==> src/rtl/engine_filter_cond_sequencer.sv <==
// Run sequencer for one filter-condition kernel: clears it, issues packets under credit
// control, tracks in-flight results and buffers them in a first-word fall-through FIFO.
module engine_filter_cond_sequencer #(
  parameter int unsigned NUM_FIELDS     = 4,
  parameter int unsigned FIELD_W        = 32,
  parameter int unsigned KERNEL_LATENCY = 2,
  parameter int unsigned OUT_FIFO_DEPTH = 8,
  parameter int unsigned CNT_W          = 32
) (
  input  logic                          ap_clk,
  input  logic                          areset,
  input  logic                          start_in,
  input  logic [CNT_W-1:0]              cfg_count_in,
  input  logic                          cfg_drop_false_in,
  output logic                          busy_out,
  output logic                          done_out,
  input  logic                          in_valid,
  input  logic [NUM_FIELDS*FIELD_W-1:0] in_data,
  output logic                          in_ready,
  output logic                          kern_clear_out,
  output logic                          kern_cfg_valid_out,
  output logic                          kern_data_valid_out,
  output logic [NUM_FIELDS*FIELD_W-1:0] kern_data_out,
  input  logic                          kern_result_flag_in,
  input  logic [NUM_FIELDS*FIELD_W-1:0] kern_result_data_in,
  output logic                          out_valid,
  output logic [NUM_FIELDS*FIELD_W-1:0] out_data,
  output logic                          out_flag,
  input  logic                          out_ready,
  output logic [CNT_W-1:0]              pass_count_out,
  output logic [CNT_W-1:0]              drop_count_out
);

  localparam int unsigned DW = NUM_FIELDS * FIELD_W;
  localparam int unsigned EW = DW + 1;
  localparam int unsigned AW = (OUT_FIFO_DEPTH > 1) ? $clog2(OUT_FIFO_DEPTH) : 1;
  localparam int unsigned OW = $clog2(OUT_FIFO_DEPTH + 1);
  localparam int unsigned LW = KERNEL_LATENCY;

  typedef enum logic [2:0] {
    S_IDLE  = 3'd0,
    S_CLEAR = 3'd1,
    S_RUN   = 3'd2,
    S_DRAIN = 3'd3,
    S_DONE  = 3'd4
  } state_e;

  state_e             state_q, state_d;
  logic [CNT_W-1:0]   count_q, count_d;
  logic               drop_en_q, drop_en_d;
  logic [CNT_W-1:0]   issued_q, issued_d;
  logic [CNT_W-1:0]   pass_cnt_q, pass_cnt_d;
  logic [CNT_W-1:0]   drop_cnt_q, drop_cnt_d;
  logic [LW-1:0]      tag_q, tag_d;
  logic [OW-1:0]      inflight_q, inflight_d;
  logic [OW-1:0]      occ_q, occ_d;
  logic [AW-1:0]      wr_ptr_q, wr_ptr_d;
  logic [AW-1:0]      rd_ptr_q, rd_ptr_d;
  logic [EW-1:0]      mem_q [OUT_FIFO_DEPTH];
  logic [EW-1:0]      mem_d [OUT_FIFO_DEPTH];
  logic [DW-1:0]      kern_data_q, kern_data_d;
  logic               kern_dv_q, kern_dv_d;
  logic               in_ready_q, in_ready_d;
  logic               out_valid_q, out_valid_d;
  logic               busy_q, busy_d;
  logic               done_q, done_d;
  logic               kclear_q, kclear_d;
  logic               kcfg_q, kcfg_d;

  logic issue, exit_tag, drop_it, push, pop, fifo_full;

  function automatic logic [AW-1:0] ptr_inc(input logic [AW-1:0] p);
    return (p == AW'(OUT_FIFO_DEPTH - 1)) ? '0 : AW'(p + AW'(1));
  endfunction

  assign issue     = in_valid && in_ready_q;
  assign exit_tag  = tag_q[LW-1];
  assign drop_it   = exit_tag && drop_en_q && !kern_result_flag_in;
  assign push      = exit_tag && !drop_it;
  assign pop       = out_valid_q && out_ready;
  assign fifo_full = (occ_q == OW'(OUT_FIFO_DEPTH));

  // State register
  always_ff @(posedge ap_clk) begin
    if (areset) state_q <= S_IDLE;
    else        state_q <= state_d;
  end

  // Datapath next values: issue pipe, FIFO, counters, run configuration
  always_comb begin
    count_d     = count_q;
    drop_en_d   = drop_en_q;
    issued_d    = issued_q;
    pass_cnt_d  = pass_cnt_q;
    drop_cnt_d  = drop_cnt_q;
    tag_d       = LW'({tag_q, issue});
    inflight_d  = OW'(inflight_q + OW'(issue) - OW'(exit_tag));
    occ_d       = OW'(occ_q + OW'(push) - OW'(pop));
    wr_ptr_d    = push ? ptr_inc(wr_ptr_q) : wr_ptr_q;
    rd_ptr_d    = pop  ? ptr_inc(rd_ptr_q) : rd_ptr_q;
    mem_d       = mem_q;
    kern_data_d = issue ? in_data : kern_data_q;
    kern_dv_d   = |tag_d;
    out_valid_d = (occ_d != '0);
    if (push) mem_d[wr_ptr_q] = {kern_result_flag_in, kern_result_data_in};
    if (issue) issued_d = CNT_W'(issued_q + CNT_W'(1));
    if (push && (pass_cnt_q != '1)) pass_cnt_d = CNT_W'(pass_cnt_q + CNT_W'(1));
    if (drop_it && (drop_cnt_q != '1)) drop_cnt_d = CNT_W'(drop_cnt_q + CNT_W'(1));
    if ((state_q == S_IDLE) && start_in) begin
      count_d    = cfg_count_in;
      drop_en_d  = cfg_drop_false_in;
      issued_d   = '0;
      pass_cnt_d = '0;
      drop_cnt_d = '0;
    end
  end

  // Next-state logic
  always_comb begin
    state_d = state_q;
    case (state_q)
      S_IDLE:  if (start_in) state_d = S_CLEAR;
      S_CLEAR: state_d = (count_q == '0) ? S_DRAIN : S_RUN;
      S_RUN:   if (issued_d == count_q) state_d = S_DRAIN;
      S_DRAIN: if ((occ_d == '0) && (inflight_d == '0)) state_d = S_DONE;
      S_DONE:  state_d = S_IDLE;
      default: state_d = S_IDLE;
    endcase
  end

  // Output next values; credit counts pushes/pops of this cycle via the _d values
  always_comb begin
    busy_d     = (state_d != S_IDLE);
    done_d     = (state_d == S_DONE);
    kclear_d   = (state_d == S_CLEAR);
    kcfg_d     = (state_d == S_CLEAR) || (state_d == S_RUN) || (state_d == S_DRAIN);
    in_ready_d = (state_d == S_RUN) && (issued_d < count_d) &&
                 ((OW + 1)'(occ_d) + (OW + 1)'(inflight_d) < (OW + 1)'(OUT_FIFO_DEPTH));
  end

  always_ff @(posedge ap_clk) begin
    if (areset) begin
      count_q     <= '0;
      drop_en_q   <= 1'b0;
      issued_q    <= '0;
      pass_cnt_q  <= '0;
      drop_cnt_q  <= '0;
      tag_q       <= '0;
      inflight_q  <= '0;
      occ_q       <= '0;
      wr_ptr_q    <= '0;
      rd_ptr_q    <= '0;
      for (int i = 0; i < int'(OUT_FIFO_DEPTH); i++) mem_q[i] <= '0;
      kern_data_q <= '0;
      kern_dv_q   <= 1'b0;
      in_ready_q  <= 1'b0;
      out_valid_q <= 1'b0;
      busy_q      <= 1'b0;
      done_q      <= 1'b0;
      kclear_q    <= 1'b1;
      kcfg_q      <= 1'b0;
    end else begin
      count_q     <= count_d;
      drop_en_q   <= drop_en_d;
      issued_q    <= issued_d;
      pass_cnt_q  <= pass_cnt_d;
      drop_cnt_q  <= drop_cnt_d;
      tag_q       <= tag_d;
      inflight_q  <= inflight_d;
      occ_q       <= occ_d;
      wr_ptr_q    <= wr_ptr_d;
      rd_ptr_q    <= rd_ptr_d;
      mem_q       <= mem_d;
      kern_data_q <= kern_data_d;
      kern_dv_q   <= kern_dv_d;
      in_ready_q  <= in_ready_d;
      out_valid_q <= out_valid_d;
      busy_q      <= busy_d;
      done_q      <= done_d;
      kclear_q    <= kclear_d;
      kcfg_q      <= kcfg_d;
    end
  end

  // Credit rule must make a push into a full, non-popping FIFO impossible
  assert property (@(posedge ap_clk) disable iff (areset) !(push && fifo_full && !pop))
    else $error("result FIFO overflow");

  assign busy_out            = busy_q;
  assign done_out            = done_q;
  assign in_ready            = in_ready_q;
  assign kern_clear_out      = kclear_q;
  assign kern_cfg_valid_out  = kcfg_q;
  assign kern_data_valid_out = kern_dv_q;
  assign kern_data_out       = kern_data_q;
  assign out_valid           = out_valid_q;
  assign out_data            = mem_q[rd_ptr_q][DW-1:0];
  assign out_flag            = mem_q[rd_ptr_q][DW];
  assign pass_count_out      = pass_cnt_q;
  assign drop_count_out      = drop_cnt_q;

endmodule

==> config.mk <==
export PLATFORM = sky130hd
export DESIGN_NAME = engine_filter_cond_sequencer
export DESIGN_NICKNAME = d
export VERILOG_FILES = /design/src/rtl/engine_filter_cond_sequencer.sv
export SDC_FILE = /design/constraint.sdc
export NUM_CORES = 2
export LEC_CHECK = 0
export CORE_MARGIN = 2
export CORE_UTILIZATION = 45
export DETAILED_ROUTE_END_ITERATION = 10
export PLACE_DENSITY = 0.66
export SETUP_SLACK_MARGIN = 0.1
export SLEW_MARGIN = 30
export SYNTH_ARGS = -nofsm -noshare
export SYNTH_HDL_FRONTEND = slang
export SYNTH_SLANG_ARGS = --single-unit
==> constraint.sdc <==
create_clock -name ap_clk -period 5.3 [get_ports ap_clk]
set_clock_uncertainty 0.05 [all_clocks]
set_input_delay 1.06 -clock ap_clk [delete_from_list [all_inputs] [get_ports ap_clk]]
set_output_delay 1.06 -clock ap_clk [all_outputs]
set_load 0.02 [all_outputs]
==> results.toml <==
[placed_design]
postPlaceCellArea_sq_um = 62800
numPortBuffers = 622
place_inst = 8326
routabilityCongestion = 0.925
dpl.hpwl_microns = 104000

[logic_synthesis]
synth_flop_cell = "dfxtp_1"
syn_inst = 6622
synth.avg_cell_area_sq_um = 8.47
synth.yosys.seq_area_share = 0.469
ys_ff_latch = 1315
synth_fp_nets = 6968
postSynth.asyncResetShare = 0
synth-edff-count = 0
synth_warnings = 0
syn_area_sq_um = 56100
ys_types = 70

[global_route]
grt_pass1_wl_microns = 277000
antenna_found_initial = 32
grt_max_degree = 232
grt_overflow = 0
track_usage = 0.279
grt_pass1_vias = 46433

[critical_path]
end_kind = "output port"
crit_chain = "buf_12 -> mux4_2 -> mux2_2 -> clkdlybuf4s50_1"
cpPeakStageDelay_ns = 0.86
required_ns = 4.19
reg2reg_from = "issued_q[9]$_SDFF_PP0_"
worstSetupPathType = "flip-flop to output port"
cp.arrival_ns = 3.60
cpMaxStageDelayCell = "dfxtp_4"
crit_start = "rd_ptr_q[0]$_SDFFE_PP0P_"
start_kind = "flip-flop"
crit_fanout = 37

[route]
avgViaCountPerCell = 5.54
drc_errors = 0
num_vias = 47660
drtIter0Drc = 4297
ant_nets = 0
drt-pass1-iter-count = 6
totalWireLength_microns = 182000
wl_per_cell_microns = 21.1

[timing]
drv_slew = 0
grt_setup_unrepaired = "no"
finalWorstPathRequiredPeriod_ns = 4.71
finalSetupViolations = 0
relSlewSlack = 0.282
finalSetupTns_ns = 0
hold_viol = 0
fin_crit_sh = 0.888
worstMarginPinSlew_ns = 1.08
fmax_mhz = 212

[clock_network]
clkSlewWorstSetupHoldPaths_ns = 0.06
cts_buffers = 143
cts.repair.resized = 0
postCtsHoldBufs = 0
root_buffer = "clkbuf_16"
cts.path.max_buffers = 3
cts_tree = "built"
post_cts_buffers = 0
cts_sinks = 1315
cts-htree-levels = 4
clock_latency_ns = 0.79

[hold_path]
hp-start = "mem_q[546]$_SDFFE_PP0P_"
hp-class = "flip-flop to flip-flop"

[layout]
final_util = 0.548
nFillCells = 11198
layout_common_cells = "nand2_1, dfxtp_1, a21oi_1"
multi_input_area_sq_um = 27000
layout-drive-gt1-share = 0.106
final_area_sq_um = 67800
layout.cells.non_filler = 8607
area_growth_pct = 20.8
register_area_sq_um = 26300
nets = 7183
final_common_cell = "nand2_1"

[pwr]
p_int_w = 0.0171
combPwrFrac = 0.107
pwr-share-seq = 0.445
p_clk_frac = 0.448
leakage_nw = 22.2
p_switching_w = 0.00584
switching_share = 0.254
p_per_area_nw_per_um2 = 339
vdd.ir_drop.worst_uv = 334

[floorplan]
initial_core_util = 0.454
io_pins = 623
core-area_sq_um = 124000
die_h_microns = 357
fp.dieW_microns = 357
num_rows = 129
dieArea_sq_um = 127000

[run]
drv_cap = 0

[run_status]
outcome = "finished clean"
## synthesized netlist by cell type (all sizes together) (3+ instances only)
| cell | count | area (sq um) |
|---|---|---|
| inv | 34 | 128 |
| xor2 | 60 | 526 |
| nor3b | 3 | 27.5 |
| nor2 | 175 | 657 |
| mux2i | 39 | 390 |
| or4 | 7 | 56.3 |
| a21o | 12 | 90.1 |
| nand2 | 2388 | 8960 |
| o211ai | 7 | 52.6 |
| nor4 | 20 | 146 |
| xnor2 | 38 | 333 |
| a21oi | 1198 | 6000 |
| ha | 49 | 613 |
| o21ai | 20 | 100 |
| nand3 | 42 | 210 |
| o22ai | 3 | 18.8 |
| nor2b | 12 | 75.1 |
| and2 | 16 | 100 |
| o2111ai | 3 | 26.3 |
| and4 | 11 | 96.3 |
| dfxtp | 1315 | 26300 |
| or2 | 6 | 37.5 |
| mux2 | 130 | 1460 |
| and3 | 22 | 138 |
| clkbuf | 464 | 1760 |
| nand4 | 37 | 244 |
| a211oi | 3 | 22.5 |
| or3 | 12 | 75.1 |
| buf | 163 | 1040 |
| a31oi | 4 | 25.0 |
| nor3 | 33 | 175 |
| nand2b | 10 | 62.6 |
| mux4 | 258 | 5810 |
## worst max-delay path: cells and delay by family (launching register included)
| kind | cells | cell delay (ns) |
|---|---|---|
| mux | 2 | 0.82 |
| flops | 1 | 0.86 |
| buf+inv | 2 | 1.04 |
## layer usage
layer  vias to the layer above  part of all wire  GRT usage
met5                         -           0.00094          0
met4                        26             0.027     0.0988
met3                       317             0.083     0.0610
met2                      1746              0.47      0.449
met1                     23028              0.42      0.369
li1                      22543                 -          -
## area by class of cell
type                    count  area share
diodes                     18    0.000665
clock buffers             202      0.0604
clock inverters            58      0.0115
inverters                  34     0.00192
multi-input cells        4646       0.398
flip-flops and latches   1315       0.389
well taps                1637      0.0302
repair buffers            697       0.109
## power groups by stage
| stage | Sequential [W] | Clock, W | Combinational, W |
|---|---|---|---|
| finish | 0.0102 | 0.0103 | 0.00246 |
| global route | 0.0102 | 0.0109 | 0.00264 |
| CTS | 0.0102 | 0.0105 | 0.00246 |
| detailed placement | 0.0104 | 0 | 0.00244 |
| global placement | 0.0104 | 0 | 0.00244 |
| floorplan | 0.0105 | 0 | 0.00150 |
## path summary, 6_finish.rpt
check / end / slack (ns) / depth (start not counted)
max reg2reg: in_ready$_SDFF_PP0_ / 1.14 / 15
min reg2reg: mem_q[546]$_SDFFE_PP0P_ / 0.40 / 2
min: mem_q[546]$_SDFFE_PP0P_ / 0.40 / 2
max: out_data[85] / 0.59 / 4
## cell families (layout without fill, tap and decap cells)
| family | after synthesis | in the layout | share of synthesized area |
|---|---|---|---|
| adder cells (fa/ha/maj) | 51 | 51 | 0.0116 |
| other | 0 | 18 | 0 |
| multiplexers | 427 | 427 | 0.137 |
| flip-flops | 1315 | 1315 | 0.469 |
| XOR/XNOR | 98 | 98 | 0.0153 |
| AND/OR/NAND/NOR | 2800 | 2800 | 0.198 |
| buffers and inverters | 661 | 991 | 0.0523 |
| AO/OA/AOI/OAI | 1270 | 1270 | 0.116 |
## registers in the layout (all words and copies together) (netlist names), 4 cells and up
name / count
kern_data_out: 128
mem_q: 1032
drop_count_out: 32
count_q: 32
pass_count_out: 32
occ_q: 4
inflight_q: 4
issued_q: 32
## through the flow
stage / setup WS, ns / total power [W] / hold slack (ns)
floorplan: 0.786 / 0.0119 / 0.383
global placement: 0.269 / 0.0129 / 0.388
detailed placement: 0.240 / 0.0129 / 0.393
CTS: 0.557 / 0.0231 / 0.401
global route: 0.456 / 0.0237 / 0.415
finish: 0.592 / 0.0230 / 0.400
Power figures use the tool's default switching activity.
